<file path="src/rtl/rv8u_wb_pkg.sv">
// ============================================================================
// Package : rv8u_wb_pkg
// Shared constants, write-source encoding and queue entry type for reg_writeback.
// Revision: 1.0
// ============================================================================
`default_nettype none

package rv8u_wb_pkg;

  localparam int WB_BITS  = 8;
  localparam int WB_RBITS = 3;

  typedef enum logic [1:0] {
    WB_SRC_NONE = 2'd0,
    WB_SRC_ALU  = 2'd1,
    WB_SRC_LD   = 2'd2
  } wb_src_e;

  typedef struct packed {
    logic [WB_RBITS-1:0] rd;
    logic [WB_BITS-1:0]  data;
  } wb_entry_t;

endpackage

`default_nettype wire

</file>
<file path="src/rtl/wb_fifo.sv">
// ============================================================================
// Module  : wb_fifo
// Synchronous FIFO, power-of-two depth, extra pointer bit distinguishes full/empty.
// Revision: 1.0
// ============================================================================
`default_nettype none

module wb_fifo #(
  parameter int WIDTH = 11,
  parameter int DEPTH = 2
) (
  input  logic             clk,
  input  logic             rst_n,
  input  logic             push,
  input  logic [WIDTH-1:0] din,
  input  logic             pop,
  output logic [WIDTH-1:0] dout,
  output logic             full,
  output logic             empty
);

  localparam int AW = $clog2(DEPTH);

  logic [WIDTH-1:0] mem [DEPTH];
  logic [AW:0]      wr_ptr;
  logic [AW:0]      rd_ptr;
  logic             do_push;
  logic             do_pop;

  assign empty   = (wr_ptr == rd_ptr);
  assign full    = (wr_ptr[AW] != rd_ptr[AW]) && (wr_ptr[AW-1:0] == rd_ptr[AW-1:0]);
  assign do_push = push & ~full;
  assign do_pop  = pop & ~empty;
  assign dout    = mem[rd_ptr[AW-1:0]];

  always_ff @(posedge clk) begin
    if (do_push) begin
      mem[wr_ptr[AW-1:0]] <= din;
    end
  end

  always_ff @(posedge clk or negedge rst_n) begin
    if (!rst_n) begin
      wr_ptr <= '0;
      rd_ptr <= '0;
    end else begin
      if (do_push) wr_ptr <= wr_ptr + (AW+1)'(1);
      if (do_pop)  rd_ptr <= rd_ptr + (AW+1)'(1);
    end
  end

endmodule

`default_nettype wire

</file>
<file path="src/rtl/reg_writeback.sv">
// ============================================================================
// Module  : reg_writeback
// ALU/load write arbitration, load FIFO, pending-load scoreboard, registered
// write port. Optional macro WB_LOAD_BYPASS_EN lets a load skip an empty FIFO.
// Revision: 1.0
// ============================================================================
`default_nettype none

module reg_writeback
  import rv8u_wb_pkg::*;
#(
  parameter int BITS     = WB_BITS,
  parameter int RBITS    = WB_RBITS,
  parameter int LQ_DEPTH = 2
) (
  input  logic                  clk,
  input  logic                  rst_n,
  input  logic                  run,
  input  logic                  alu_valid,
  output logic                  alu_ready,
  input  logic [RBITS-1:0]      alu_rd,
  input  logic [BITS-1:0]       alu_data,
  input  logic                  ld_valid,
  output logic                  ld_ready,
  input  logic [RBITS-1:0]      ld_rd,
  input  logic [BITS-1:0]       ld_data,
  input  logic                  issue_set,
  input  logic [RBITS-1:0]      issue_rd,
  output logic [(1<<RBITS)-1:0] busy,
  output logic                  we,
  output logic [RBITS-1:0]      rd,
  output logic [BITS-1:0]       rd_din
);

  localparam int                NREG    = 1 << RBITS;
  localparam int                EW      = RBITS + BITS;
  localparam logic [NREG-1:0]   R0_MASK = NREG'(1);

  logic            fifo_full;
  logic            fifo_empty;
  logic            fifo_push;
  logic            fifo_pop;
  logic            bypass;
  logic [EW-1:0]   fifo_dout;
  wb_src_e         src;
  logic [RBITS-1:0] wr_idx;
  logic [BITS-1:0] wr_data;
  logic [NREG-1:0] set_mask;
  logic [NREG-1:0] clr_mask;
  logic [NREG-1:0] busy_r;

  assign alu_ready = run;
  assign ld_ready  = run & ~fifo_full;

`ifdef WB_LOAD_BYPASS_EN
  // An ALU result in the same cycle owns the write port, so the load queues.
  assign bypass = ld_valid & ld_ready & fifo_empty & ~alu_valid;
`else
  assign bypass = 1'b0;
`endif

  assign fifo_push = ld_valid & ld_ready & ~bypass;
  assign fifo_pop  = run & ~alu_valid & ~fifo_empty;

  wb_fifo #(
    .WIDTH (EW),
    .DEPTH (LQ_DEPTH)
  ) u_lq (
    .clk   (clk),
    .rst_n (rst_n),
    .push  (fifo_push),
    .din   ({ld_rd, ld_data}),
    .pop   (fifo_pop),
    .dout  (fifo_dout),
    .full  (fifo_full),
    .empty (fifo_empty)
  );

  always_comb begin
    src     = WB_SRC_NONE;
    wr_idx  = '0;
    wr_data = '0;
    if (run && alu_valid) begin
      src     = WB_SRC_ALU;
      wr_idx  = alu_rd;
      wr_data = alu_data;
    end else if (fifo_pop) begin
      src     = WB_SRC_LD;
      wr_idx  = fifo_dout[EW-1:BITS];
      wr_data = fifo_dout[BITS-1:0];
    end else if (bypass) begin
      src     = WB_SRC_LD;
      wr_idx  = ld_rd;
      wr_data = ld_data;
    end
  end

  always_comb begin
    clr_mask = '0;
    set_mask = '0;
    if (src == WB_SRC_LD)    clr_mask = R0_MASK << wr_idx;
    if (issue_set && run)    set_mask = R0_MASK << issue_rd;
  end

  // OR-ing the set after the clear makes a same-edge issue win over the write.
  always_ff @(posedge clk or negedge rst_n) begin
    if (!rst_n) begin
      busy_r <= '0;
    end else begin
      busy_r <= ((busy_r & ~clr_mask) | set_mask) & ~R0_MASK;
    end
  end

  assign busy = busy_r;

  always_ff @(posedge clk or negedge rst_n) begin
    if (!rst_n) begin
      we     <= 1'b0;
      rd     <= '0;
      rd_din <= '0;
    end else begin
      we <= 1'b0;
      if (src != WB_SRC_NONE) begin
        we     <= (wr_idx != '0);
        rd     <= wr_idx;
        rd_din <= wr_data;
      end
    end
  end

endmodule

`default_nettype wire

</file>
<file path="config.mk">
export PLATFORM = sky130hd
export DESIGN_NAME = reg_writeback
export DESIGN_NICKNAME = d
export VERILOG_FILES = /design/src/rtl/rv8u_wb_pkg.sv /design/src/rtl/wb_fifo.sv /design/src/rtl/reg_writeback.sv
export SDC_FILE = /design/constraint.sdc
export NUM_CORES = 1
export LEC_CHECK = 0
export CAP_MARGIN = 20
export CORE_MARGIN = 3
export CORE_UTILIZATION = 47
export CTS_CLUSTER_SIZE = 25
export DETAILED_ROUTE_END_ITERATION = 10
export MAX_ROUTING_LAYER = met4
export PLACE_DENSITY = 0.79
export SETUP_SLACK_MARGIN = 0.1
export SLEW_MARGIN = 20
export SYNTH_ARGS = -nofsm -noshare
export SYNTH_HDL_FRONTEND = slang
export SYNTH_SLANG_ARGS = --single-unit
</file>
<file path="constraint.sdc">
create_clock -name clk -period 2.3 [get_ports clk]
set_input_delay 0.46 -clock clk [delete_from_list [all_inputs] [get_ports clk]]
set_output_delay 0.46 -clock clk [all_outputs]
set_load 0.02 [all_outputs]
</file>
==> results.md <==
- Outcome: finished clean
- Layout Utilization: 68.38%
- Internal: roughly 2.1 mW
- Largest net degree at the start of global routing: 24
- Core area: 3826 µm²
- Sw Ratio: between 30% and 40%
- Sum Neg Setup Slack: 0 ns
- Complex-gate fraction of the synthesized area: 14.78%
- Placed cell areas: 2500 µm²
- Chip height: just over 70 µm
- Mapped Area: 1947 µm²
- Routability Congestion: ~0.9
- Commonest non-fill, non-tap cells in the layout: 49 x clkdlybuf4s50_1, 23 x dfrtp_1, 22 x edfxtp_1
- Cells after DPL: 236
- Simple-gate share of the synthesized area: 7.134%
- EDFF count, synth: 22
- Clock Sinks: 45
- # setup viols final: 0
- Worst VDD drop: 1.022 mV
- FILL cells: 267
- Post-Syn Nets: 170
- Critical Setup Path Class: flip-flop to primary output
- Fmax: just over 0.5 GHz
- Power Density: roughly 1200 nW/µm²
- Reg-to-reg slack, setup: 0.47 ns
- Crit Path Max Fanout: 4
- DR pass1 iterations: 4
- Clock transition at path regs: 0.09 ns
- RSZ-0062 raised after global routing: false
- Antenna cells: 0
- Post-route cell area: 2616 µm²
- Vias: between 1000 and 1500
- Via-to-Cell Ratio: 5.471
- Worst-margin pin slew: 0.4984 ns
- GRT Overall Usage: 19.50%
- Clk pwr share: 18.4%
- Hold Crit Class: input pin to asynchronous set/reset pin
- I/O pin count: 53
- Vias in the first global route: between 1000 and 1500
- Multiplexer share of the synthesized area: 7.069%
- Clk buf depth: 2
- Pleak: 1.027 nW
- DRT antenna net count: 0
- Chip Width: 70.36 µm
- Total CTS buffers: 5
- Clock skew: 0.01303 ns
- NetSw: approximately 1.2 mW
- Area delta synth->final: 34.38%
- GR Overflow Total: 0
- Core Rows: 22
- H-tree level count: 2
- Initial antenna violation count: 0
- Ys Warns: 0
- R2R cell count: 5
- Starting DRT DRC Count: between 80 and 90
- Hpwl dp: 3.026 mm
- Final worst path period share: 86.12%
- CP startpoint kind: flip-flop
- Mapped Avg Cell Area: 14.01 µm²
- CTS root buffer: clkbuf_8
- Initial Util: 50.88%
- Final hold violation count: 0
- Main combinational cell family by area after synthesis: compound AO/OA/AOI/OAI gates
- Comb pwr share: between 40% and 50%
- Asr flop ratio synth: 51.11%
- Routed WL: between 4 and 5 mm
- Fin cells: 244
- Sequential share of the synthesized area: between 60 and 70%
- Synth Area in XOR/XNOR: between 3 and 4%
- Mapped Cells: about 140
- Worst Path Required: 1.84 ns
- DRC Markers: 0
- Ys flop type: dfrtp_1
- Post-synthesis cell type count: 36
- First-pass GRT wire length: around 7.1 mm
- Fin nets: between 200 and 250
- CTS tree: yes
- MaxCap Viol Count: 0
- Critical Path AT: 1.52 ns
- Yosys reg bits: 45
- Skew-Pair Late Insertion Delay: roughly 0.31 ns
- Post-synthesis adder-cell area fraction: 0%
- Worst setup EP type: primary output
- Wirelength per Cell: 17.76 µm
- Final min period: ~2.0 ns
- Commonest non-fill, non-tap cell in the layout: clkdlybuf4s50_1
- Postcts setup bufs: 0
- Slew margin rel.: 66.65%
- Flop pwr share: about two fifths
- Max Slew Vio Count: 0
- DIE AREA: 4951 µm²
- Layout cells sized above 1: 14.29%
- Port bufs: 51
final timing paths:
path / startpoint / to
max in group asynchronous: rst_n / busy[1]
hold / removal: rst_n / rd_din[1]
hold reg to reg: rd_din[2] / rd_din[2]
setup / recovery: u_lq.wr_ptr[1] / ld_ready
setup reg to reg: u_lq.rd_ptr[0] / busy[1]
min in group clk: rd_din[2] / rd_din[2]
kinds of logic after synthesis:
group / after synthesis
AOI/OAI and AO/OA: 35
xor gates and xnor gates: 7
buffers and inverters: 9
DFF: 45
muxes: 13
other: 1
and+or+nand+nor: 29
per-stage QoR:
step           hold slack [ns]  setup slack (ns)  total power [mW]
2_1_floorplan           0.1644            0.3527             2.128
3_3_place_gp            0.4772           0.08582             2.635
3_5_place_dp            0.4943           0.07819             2.685
4_1_cts                 0.5042            0.1426             3.291
5_1_grt                 0.5191            0.2434             3.441
6_report                0.4984            0.3193             3.262
flip-flops by register name, indices dropped and copies added (netlist names):
signal / cells
u_lq.rd_ptr: 2
u_lq.mem: 22
rd: 3
rd_din: 8
u_lq.wr_ptr: 2
we: 1
busy: 7
routing by layer:
| layer | wire length [µm] | vias up | track usage, % |
|---|---|---|---|
| li1 | - | 629 | - |
| met1 | 1816 | 648 | 23.63 |
| met2 | 2206 | 51 | 31.39 |
| met3 | 247 | 7 | 3.597 |
| met4 | 63 | 0 | 9.362 |
| met5 | 0 | - | - |
layout make-up:
type                       instances  area, µm²  area share, %
clock buffer                       5      68.82          2.630
clock inverter                     3      46.29          1.769
inverter                           1      3.754         0.1435
multi-input combinational         85      644.4          24.63
sequential                        45       1236          47.25
tap                               48      60.06          2.296
timing repair buffer              57      556.8          21.28
synthesized netlist by cell type, types with 2 or more instances:
master | n | area share [%]
mux2i_1 | 10 | 5.1
xor2_2 | 2 | 1.7
nand3_1 | 3 | 0.77
edfxtp_1 | 22 | 34
o31ai_1 | 5 | 1.9
o21ai_1 | 4 | 1.0
nand2_1 | 5 | 0.96
dfrtp_1 | 23 | 30
xor2_1 | 2 | 0.90
buf_4 | 2 | 0.77
o21ai_0 | 4 | 1.0
a21oi_1 | 3 | 0.77
buf_6 | 3 | 1.7
o41ai_1 | 3 | 1.3
mux2_2 | 2 | 1.2
and2b_2 | 2 | 0.90
a221o_1 | 10 | 5.1
xnor2_1 | 3 | 1.3
nor2_1 | 14 | 2.7
worst max-delay path: stages (launching register included):
cell	delay, ns
dfrtp_1	0.42
xor2_2	0.34
a21boi_2	0.12
dlygate4sd2_1	0.34
power groups by stage:
stage | combinational, mW | clock [mW] | sequential, mW
2_1_floorplan | 0.668 | 0 | 1.46
3_3_place_gp | 1.36 | 0 | 1.27
3_5_place_dp | 1.40 | 0 | 1.29
4_1_cts | 1.40 | 0.614 | 1.28
5_1_grt | 1.49 | 0.643 | 1.31
6_report | 1.39 | 0.601 | 1.28
what timing repair did:
action | 4_1_cts | 5_1_grt
hold buffers | 0 | 0
gates resized for setup | 1 | 1
setup endpoints to repair | 1 | 1
No activity file was read; power rests on OpenSTA's default activity.
